[src/rtl/id_pkg.sv]
// id_pkg: character classes, lexer FSM states and the char classifier shared by id_fsm and id_token_packer
package id_pkg;
  typedef enum logic [1:0] {ILLEGAL = 2'b00, ALPHA = 2'b01, DIGIT = 2'b10} cls_t;
  typedef enum logic [1:0] {S_IDLE = 2'b00, S_ALPHA = 2'b01, S_DIGIT = 2'b10} state_t;
  function automatic cls_t classify(input logic [7:0] c);
    return (c >= 8'h30 && c <= 8'h39) ? DIGIT :
           ((c >= 8'h41 && c <= 8'h5a) || (c >= 8'h61 && c <= 8'h7a)) ? ALPHA : ILLEGAL;
  endfunction
endpackage

[src/rtl/id_tok_fifo.sv]
// id_tok_fifo: synchronous FIFO of DEPTH (power of 2) entries; caller must not push when full without popping
module id_tok_fifo #(
  parameter int DEPTH = 4,
  parameter int W = 8
) (
  input  logic         clk,
  input  logic         reset,
  input  logic         push,
  input  logic         pop,
  input  logic [W-1:0] din,
  output logic         full,
  output logic         empty,
  output logic [W-1:0] head
);
  localparam int AW = $clog2(DEPTH);
  logic [W-1:0] mem_q [DEPTH];
  logic [AW-1:0] wr_q, wr_d, rd_q, rd_d;
  logic [AW:0] cnt_q, cnt_d;
  logic pop_ok;
  always_ff @(posedge clk) begin
    if (reset) begin
      wr_q <= '0;
      rd_q <= '0;
      cnt_q <= '0;
    end else begin
      wr_q <= wr_d;
      rd_q <= rd_d;
      cnt_q <= cnt_d;
    end
    if (push) mem_q[wr_q] <= din;
  end
  always_comb begin
    empty = cnt_q == '0;
    full = cnt_q == (AW+1)'(DEPTH);
    pop_ok = pop & ~empty;
    wr_d = push ? wr_q + 1'b1 : wr_q;
    rd_d = pop_ok ? rd_q + 1'b1 : rd_q;
    cnt_d = cnt_q + (AW+1)'(push) - (AW+1)'(pop_ok);
    head = mem_q[rd_q];
  end
endmodule

[src/rtl/id_token_packer.sv]
// id_token_packer: delimits identifier tokens and queues {length, ends-in-digit} records for a valid/ready consumer
// Define TOK_FIRST_CHAR_EN to also carry each token's first character on tok_first.
module id_token_packer
  import id_pkg::*;
#(
  parameter int DEPTH = 4,
  parameter int LEN_W = 6,
  parameter int COUNT_W = 16
) (
  input  logic               clk,
  input  logic               reset,
  input  logic [7:0]         char,
  input  logic               char_valid,
  input  logic               flush,
  output logic               tok_valid,
  input  logic               tok_ready,
  output logic [LEN_W-1:0]   tok_len,
  output logic               tok_digit,
  output logic               in_ident,
  output logic [COUNT_W-1:0] id_count,
`ifdef TOK_FIRST_CHAR_EN
  output logic [7:0]         tok_first,
`endif
  output logic               overflow
);
`ifdef TOK_FIRST_CHAR_EN
  localparam int W = LEN_W + 9;
  logic [7:0] first_q, first_d;
`else
  localparam int W = LEN_W + 1;
`endif
  state_t state_q, state_d;
  cls_t cls;
  logic [LEN_W-1:0] len_q, len_d;
  logic [COUNT_W-1:0] count_q, count_d;
  logic overflow_q, overflow_d, push, push_ok, pop, full, empty;
  logic [W-1:0] hold_q, hold_d, rec, head, word;
  id_tok_fifo #(.DEPTH(DEPTH), .W(W)) u_fifo (
    .clk(clk), .reset(reset), .push(push_ok), .pop(pop), .din(rec),
    .full(full), .empty(empty), .head(head)
  );
  always_ff @(posedge clk) begin
    if (reset) begin
      state_q <= S_IDLE;
      len_q <= '0;
      count_q <= '0;
      overflow_q <= 1'b0;
      hold_q <= '0;
`ifdef TOK_FIRST_CHAR_EN
      first_q <= '0;
`endif
    end else begin
      state_q <= state_d;
      len_q <= len_d;
      count_q <= count_d;
      overflow_q <= overflow_d;
      hold_q <= hold_d;
`ifdef TOK_FIRST_CHAR_EN
      first_q <= first_d;
`endif
    end
  end
  always_comb begin
    cls = classify(char);
    state_d = flush ? S_IDLE :
              !char_valid ? state_q :
              cls == ALPHA ? S_ALPHA :
              (cls == DIGIT && state_q != S_IDLE) ? S_DIGIT : S_IDLE;
  end
  always_comb begin
    push = (state_q != S_IDLE) & (flush | (char_valid & cls == ILLEGAL));
    len_d = state_d == S_IDLE ? '0 :
            state_q == S_IDLE ? LEN_W'(1) :
            (state_d != state_q || char_valid) && len_q != '1 ? len_q + 1'b1 : len_q;
`ifdef TOK_FIRST_CHAR_EN
    first_d = (state_q == S_IDLE && state_d == S_ALPHA) ? char : first_q;
    rec = {first_q, len_q, state_q == S_DIGIT};
`else
    rec = {len_q, state_q == S_DIGIT};
`endif
    tok_valid = ~empty;
    pop = tok_valid & tok_ready;
    // A full FIFO still accepts a push when the head leaves in the same cycle
    push_ok = push & (~full | pop);
    overflow_d = overflow_q | (push & ~push_ok);
    count_d = count_q + COUNT_W'(push_ok);
    hold_d = tok_valid ? head : hold_q;
    word = tok_valid ? head : hold_q;
    tok_len = word[LEN_W:1];
    tok_digit = word[0];
`ifdef TOK_FIRST_CHAR_EN
    tok_first = word[W-1 -: 8];
`endif
    in_ident = state_q != S_IDLE;
    id_count = count_q;
    overflow = overflow_q;
  end
endmodule
[config.mk]
export PLATFORM = sky130hd
export DESIGN_NAME = id_token_packer
export DESIGN_NICKNAME = d
export VERILOG_FILES = /design/src/rtl/id_pkg.sv /design/src/rtl/id_tok_fifo.sv /design/src/rtl/id_token_packer.sv
export SDC_FILE = /design/constraint.sdc
export NUM_CORES = 1
export LEC_CHECK = 0
export CORE_MARGIN = 1.5
export CORE_UTILIZATION = 49
export DETAILED_ROUTE_END_ITERATION = 8
export PLACE_DENSITY = 0.83
export SLEW_MARGIN = 20
export SYNTH_ARGS = -nofsm -noshare
export SYNTH_HDL_FRONTEND = slang
export SYNTH_HIERARCHICAL = 1
export SYNTH_SLANG_ARGS = --single-unit
[constraint.sdc]
create_clock -name clk -period 3.25 [get_ports clk]
set_input_delay 0.4875 -clock clk [delete_from_list [all_inputs] [get_ports clk]]
set_output_delay 0.4875 -clock clk [all_outputs]
set_load 0.03 [all_outputs]
Word level (Yosys, flattened, before mapping)
Memories as Yosys holds them, arrays and structs flattened. A register that Yosys moved wholly into a read port is not among the register bits. Cells that the tools add are included.

Bits in registers: 39. Bits in latches: 0. RAM bits: 28. Bits in read-only memories: 0. Input bits: 13. Output and inout port bits: 26. Logic and storage cells: 68. Memories kept: 1.

Memories: u_fifo.mem_q (depth 4, width 7, read ports 1, clocked after memory_dff 1, wr ports 1, RTL line id_tok_fifo.sv:16) `logic [W-1:0] mem_q [DEPTH];`.

$add $sub $neg: 6. Multipliers: 0. Div/mod/pow operators: 0. $lt $le $gt $ge: 6. Equal/unequal tests: 6. Shifts and indexed selects: 0. Mux-type cells: 13. Bitwise logic cells: 12. Reductions and logical operators: 15.

Operator list (count): 16-bit by 1-bit adder with 16-bit output (1); 8-bit by 7-bit >= comparator with 1-bit output, second input constant (2); 8-bit by 7-bit less-or-equal comparator with 1-bit output, second input constant (2); 2-bit 2-to-1 mux (7); 8-bit by 6-bit >= comparator with 1-bit output, second input constant (1); 8-bit by 6-bit less-or-equal comparator with 1-bit output, second input constant (1); 7-bit 2-to-1 mux (1); 6-bit by 1-bit adder with 6-bit output, second input constant (1); 1-bit AND (6); 2-bit logical NOT (3); 6-bit != test, second input constant (1); 1-bit logical AND (5); 1-bit 2-to-1 mux (5); 2-bit by 1-bit adder with 2-bit output, second input constant (2); 2-bit == test, second input constant (2); 2-bit nonzero test (2); 3-bit by 1-bit adder with 3-bit output (1); 3-bit == test, second input constant (1); 3-bit logical NOT (1); 1-bit inverter (3); 1-bit OR (3); 3-bit OR reduction (1); 3-bit by 1-bit subtractor with 3-bit output (1); 2-bit by 1-bit == test with 1-bit output, second input constant (1); other kinds (3) (4).

Logic depth before layout (Yosys ltp)
Gate-level depths: netlist (run 1).

Depth in word-level cells: 16. Depth in mapped cells: 12.

Cells and area by module
Netlist (run 1), hierarchy kept.

By module, submodules not included: id_token_packer (instances 1, cells an instance 162, area each 1485.2 um^2, sequential area each 640.6 um^2); id_tok_fifo (instances 1, cells an instance 82, area each 1480.2 um^2, sequential area each 1021.0 um^2).

Worst setup path before layout (run 1)
OpenSTA, ideal clock, no wires.

Path kind: input to register. Start: input char[4]. End: register count_q[14] (netlist: id_count[14]). Arrival time: 3.023 ns. Required time: 3.180 ns. Path slack: 0.157 ns. Stages: 10. Path through: or4_1 o22ai_1 o21a_1 o211a_1 ha_1 ha_1 nand2_1 or3_1 or3_1 a21oi_1.

Longest elaborated chain between the ends: 11. Elaborated cells between the ends (all ways): 18.

RTL lines: start: declaration (RTL line id_token_packer.sv:12) `input logic [7:0] char,`; 8-bit by 7-bit >= comparator with 1-bit output or 8-bit by 7-bit less-or-equal comparator with 1-bit output (tied branches) (RTL line id_pkg.sv:7) `((c >= 8'h41 && c <= 8'h5a) || (c >= 8'h61 && c <= 8'h7a)) ? ALPHA : ILLEGAL;`; 1-bit logical AND (RTL line id_pkg.sv:7); 1-bit logical OR (RTL line id_pkg.sv:7); 1-bit 2-to-1 mux (RTL line id_pkg.sv:7); 2-bit 2-to-1 mux (*) (RTL line id_pkg.sv:6) `return (c >= 8'h30 && c <= 8'h39) ? DIGIT :`; 2-bit logical NOT (*) (RTL line id_token_packer.sv:71) `push = (state_q != S_IDLE) & (flush | (char_valid & cls == ILLEGAL));`; 1-bit AND (*) (RTL line id_token_packer.sv:71); 1-bit OR (*) (RTL line id_token_packer.sv:71); 1-bit AND (*) (RTL line id_token_packer.sv:71); 1-bit AND (*) (RTL line id_token_packer.sv:84) `push_ok = push & (~full | pop);`; net push_ok (RTL line id_token_packer.sv:36) `logic overflow_q, overflow_d, push, push_ok, pop, full, empty;`; 16-bit by 1-bit adder with 16-bit output (*) (RTL line id_token_packer.sv:86) `count_d = count_q + COUNT_W'(push_ok);`; end signal: assignment (RTL line id_token_packer.sv:55) `count_q <= count_d;`; end: declaration (RTL line id_token_packer.sv:35) `logic [COUNT_W-1:0] count_q, count_d;`.

Mark *: on every way through the listed nets, which the timed path passes. The rest lies on a longest branch. A chain may end at the register's enable or synchronous reset.

Worst setup path in the final report (run 1)
Same ends and word-level chain as after synthesis.

==> results of run 1 <==
==> kinds of logic after synthesis <==
kind of cell,synth area share (%)
mux,10.2
buf+inv,2.19
xor+xnor,4.43
flops,56.0
fa+ha+maj,4.47
simple gates,15.7
compound gates,6.96
==> synthesized netlist by cell type, drive strengths merged, types with 3 or more instances <==
cell    count
nand2b      3
inv         9
o22ai       3
buf         3
nand4       3
mux2       11
nand2      10
and2        5
xnor2       8
nor4        4
xor2        4
clkbuf      4
or3         7
nor2b      14
a21oi       9
a211oi      3
edfxtp     28
nor2       18
mux4        7
o21ai       7
nand3       7
nor3        5
dfxtp      41
ha          9
==> layout make-up <==
cell class | instances | area (sq um) | share of cell area, %
inverter | 9 | 33.8 | 0.910
sequential | 69 | 1660 | 44.7
multi-input combinational | 159 | 1240 | 33.4
tap | 75 | 93.8 | 2.53
clock buffer | 10 | 138 | 3.71
clock inverter | 6 | 62.6 | 1.68
timing repair buffer | 52 | 485 | 13.1
==> metal layers <==
metal | share of wire [%] | vias to the layer above
met5 | 0 | -
met4 | 2.5 | 0
met3 | 4.0 | 10
met2 | 48 | 48
met1 | 45 | 942
li1 | - | 1004
==> worst max path at each step <==
stage	end	from	slack (ns)	depth (start not counted)
after detailed placement	id_count[14]	char[4]	-0.09	11
after global routing	id_count[14]	char[4]	0.09	11
after floorplan	id_count[14]	char[4]	0.16	10
after global placement	id_count[14]	char[4]	-0.03	11
final	id_count[14]	char[4]	0.27	11
after CTS	id_count[14]	char[4]	0.26	11
==> registers in the layout, summed over array words and instances, names as in the netlist, named ones only <==
name and count:
hold_q 7, id_count 16, len_q 6, overflow 1, state_q 2, u_fifo/cnt_q 3
u_fifo/mem_q 28, u_fifo/rd_q 2, u_fifo/wr_q 2
==> cell usage in the layout (no fill, tap or decap), types with 3 or more instances in the layout <==
cell type,Yosys,routed
mux4_2,7,7
nand3_1,7,7
ha_1,9,9
xnor2_1,8,8
nor2b_1,14,14
buf_4,1,14
clkdlybuf4s50_1,0,38
o22ai_1,3,3
nand2b_1,3,3
clkbuf_8,0,10
and2_1,5,5
a21oi_1,9,9
nor3_1,5,5
edfxtp_1,28,28
inv_1,9,9
nor4_1,4,4
o21ai_0,7,7
nand2_1,10,10
a211oi_1,3,3
or3_1,5,5
dfxtp_1,41,41
mux2_2,11,11
xor2_1,4,4
nor2_1,18,18
==> tightest hold or removal path: stages, from the launching register on <==
cell,delay [ns]
dfxtp_1,0.34
nand2_1,0.07
a21oi_1,0.05
==> power by group through the flow <==
stage | Combinational [uW] | Sequential (uW) | Clock (uW)
floorplan | 27.1 | 918 | 0
global placement | 61.7 | 918 | 0
detailed placement | 62.9 | 918 | 0
CTS | 63.3 | 898 | 702
global route | 69.0 | 898 | 738
finish | 62.7 | 899 | 683
==> per-stage QoR <==
stage | power, uW | instance area [sq um]
after CTS | 1660 | 3710
after global placement | 980 | 3510
after detailed placement | 981 | 3510
after floorplan | 945 | 2970
final | 1640 | 3710
after global routing | 1710 | 3710
==> flow_summary.toml, run 1 <==
[setup_path]
r2r_start = "u_fifo/cnt_q[1]"
crit_fanout = 2
critical_path_class = "in2reg"
worst-path-buf-inv = 1
worstPathCellList = "clkdlybuf4s50_1 -> or4_1 -> o22ai_1 -> o21a_1 -> o211a_1 -> ha_1 -> ha_1 -> nand2_1 -> or3_1 -> or3_1 -> a21oi_1"
r2r-end = "id_count[14]"
crit_path_start_kind = "input pin"
cp.arrival_ns = 3.25
cp-end-kind = "flop"
slowest_delay_ns = 0.52
cp.required_ns = 3.53
rr_worst_depth = 11
cp_top_family = "simple AND/OR/NAND/NOR gates"
slowest_stage = "or4_1"
r2r_setup_slack_ns = 0.72

[hold_path]
min_to = "state_q[0]"
holdPathStages = 2
min_path_type = "reg2reg"
hp-start = "state_q[0]"

[global_routing]
grt_pass1_wl_mm = 8.39
antenna_found_initial = 0
grt_max_degree = 35
grt.total_usage_pct = 17.7
met2_usage_pct = 29.2
grt_pass1_vias = 1898
use_met3_pct = 3.82
busiest_layer = "met2"
grtUsageMet1_pct = 20.9
overflow = 0

[power]
combPwrFrac_pct = 3.8
pwr-share-seq_pct = 54.6
p_int_uw = 1300
clockPowerShare_pct = 41.5
power_switching_uw = 344
ir_drop_uv = 238
power_leakage_uw = 0.00137
swShare_pct = 20.9
power_density_nw_per_um2 = 443

[sta]
setup_tns_ns = 0
final.setup_skew_ns = 0.00926
holdWs_ns = 0.504
rsz0062_at_grt = "false"
setup_ws_ns = 0.275
max_freq_mhz = 336
slew_violations = 0
worstMarginPinSlew_ns = 0.484
period_minus_slack_ns = 2.98
fin_crit_sh_pct = 91.5
setup_viol = 0
slew_headroom_pct = 67.7
final_hold_viol_count = 0

[run_status]
status = "finished, final reports clean"

[synth]
syn_avg_cell_area_sq_um = 12.2
synthDistinctLibCells = 46
synth.area.top_cells = "edfxtp_1 (28%), dfxtp_1 (28%), mux4_2 (5.3%), mux2_2 (4.2%), ha_1 (3.8%)"
yosysTopAreaCell = "edfxtp_1"
synth-main-ff-cell = "dfxtp_1"
synth-seq-cells = 69
synth_cells = 244
synth-edff-count = 28
async_reset_ff_share_pct = 0
yosysWarnings = 6
syn-num-nets = 267
yosysSeqAreaShare_pct = 56.0
synth_area_sq_um = 2970
yosysTopAreaCellShare_pct = 28.4

[cts]
cts_resized = 0
clk_pin_slew_ns = 0.07
cts_sinks = 69
cts_tree = "done"
ctsRootBufferMaster = "clkbuf_8"
clk_path_buf_depth = 2
cts_made_buffers = 9
htree_levels = 3
ctsHoldBuffers = 0
post-cts-setup-buffers = 0
clkLatencyLatePin_ns = 0.34

[drt]
ant_nets = 0
dr.first_iter.drc_count = 113
viasPerCell = 5.27
wl_mm = 5.16
wire_per_inst_microns = 13.6
drt-pass1-iter-count = 4
drc = 0
vias = 2004

[layout]
final_layout_size_suffix_gt1_share_pct = 17.7
diodes = 0
nets = 323
area_delta_synth_final_pct = 25.2
num-fill-cells = 475
final_cell_count_no_fill = 380
fin_util_pct = 63.1

[floorplan]
design.core.area_sq_um = 5890
initial_core_util_pct = 50.4
die_w_microns = 80.8
row_count = 28
dieHeight_microns = 80.8
ios = 39
die_area_sq_um = 6530

[placed_design]
gp_routability_congestion = 0.824
place_hpwl_mm = 3.64
place_inst = 364
io_buffers = 38
pre_cts_slack_ns = -0.0940

[job]
maxCapViolCount = 0
Power figures use the tool's default switching activity.
==> run 2: changes to the inputs <==
--- a/config.mk
+++ b/config.mk
@@ -5,11 +5,12 @@
 export SDC_FILE = /design/constraint.sdc
 export NUM_CORES = 1
 export LEC_CHECK = 0
+export CAP_MARGIN = 25
 export CORE_MARGIN = 1.5
 export CORE_UTILIZATION = 49
 export DETAILED_ROUTE_END_ITERATION = 8
 export PLACE_DENSITY = 0.83
-export SLEW_MARGIN = 20
+export SLEW_MARGIN = 10
 export SYNTH_ARGS = -nofsm -noshare
 export SYNTH_HDL_FRONTEND = slang
 export SYNTH_HIERARCHICAL = 1
==> results of run 2 <==
No change in the layout: final DEF, timing and power equal those of run 1.
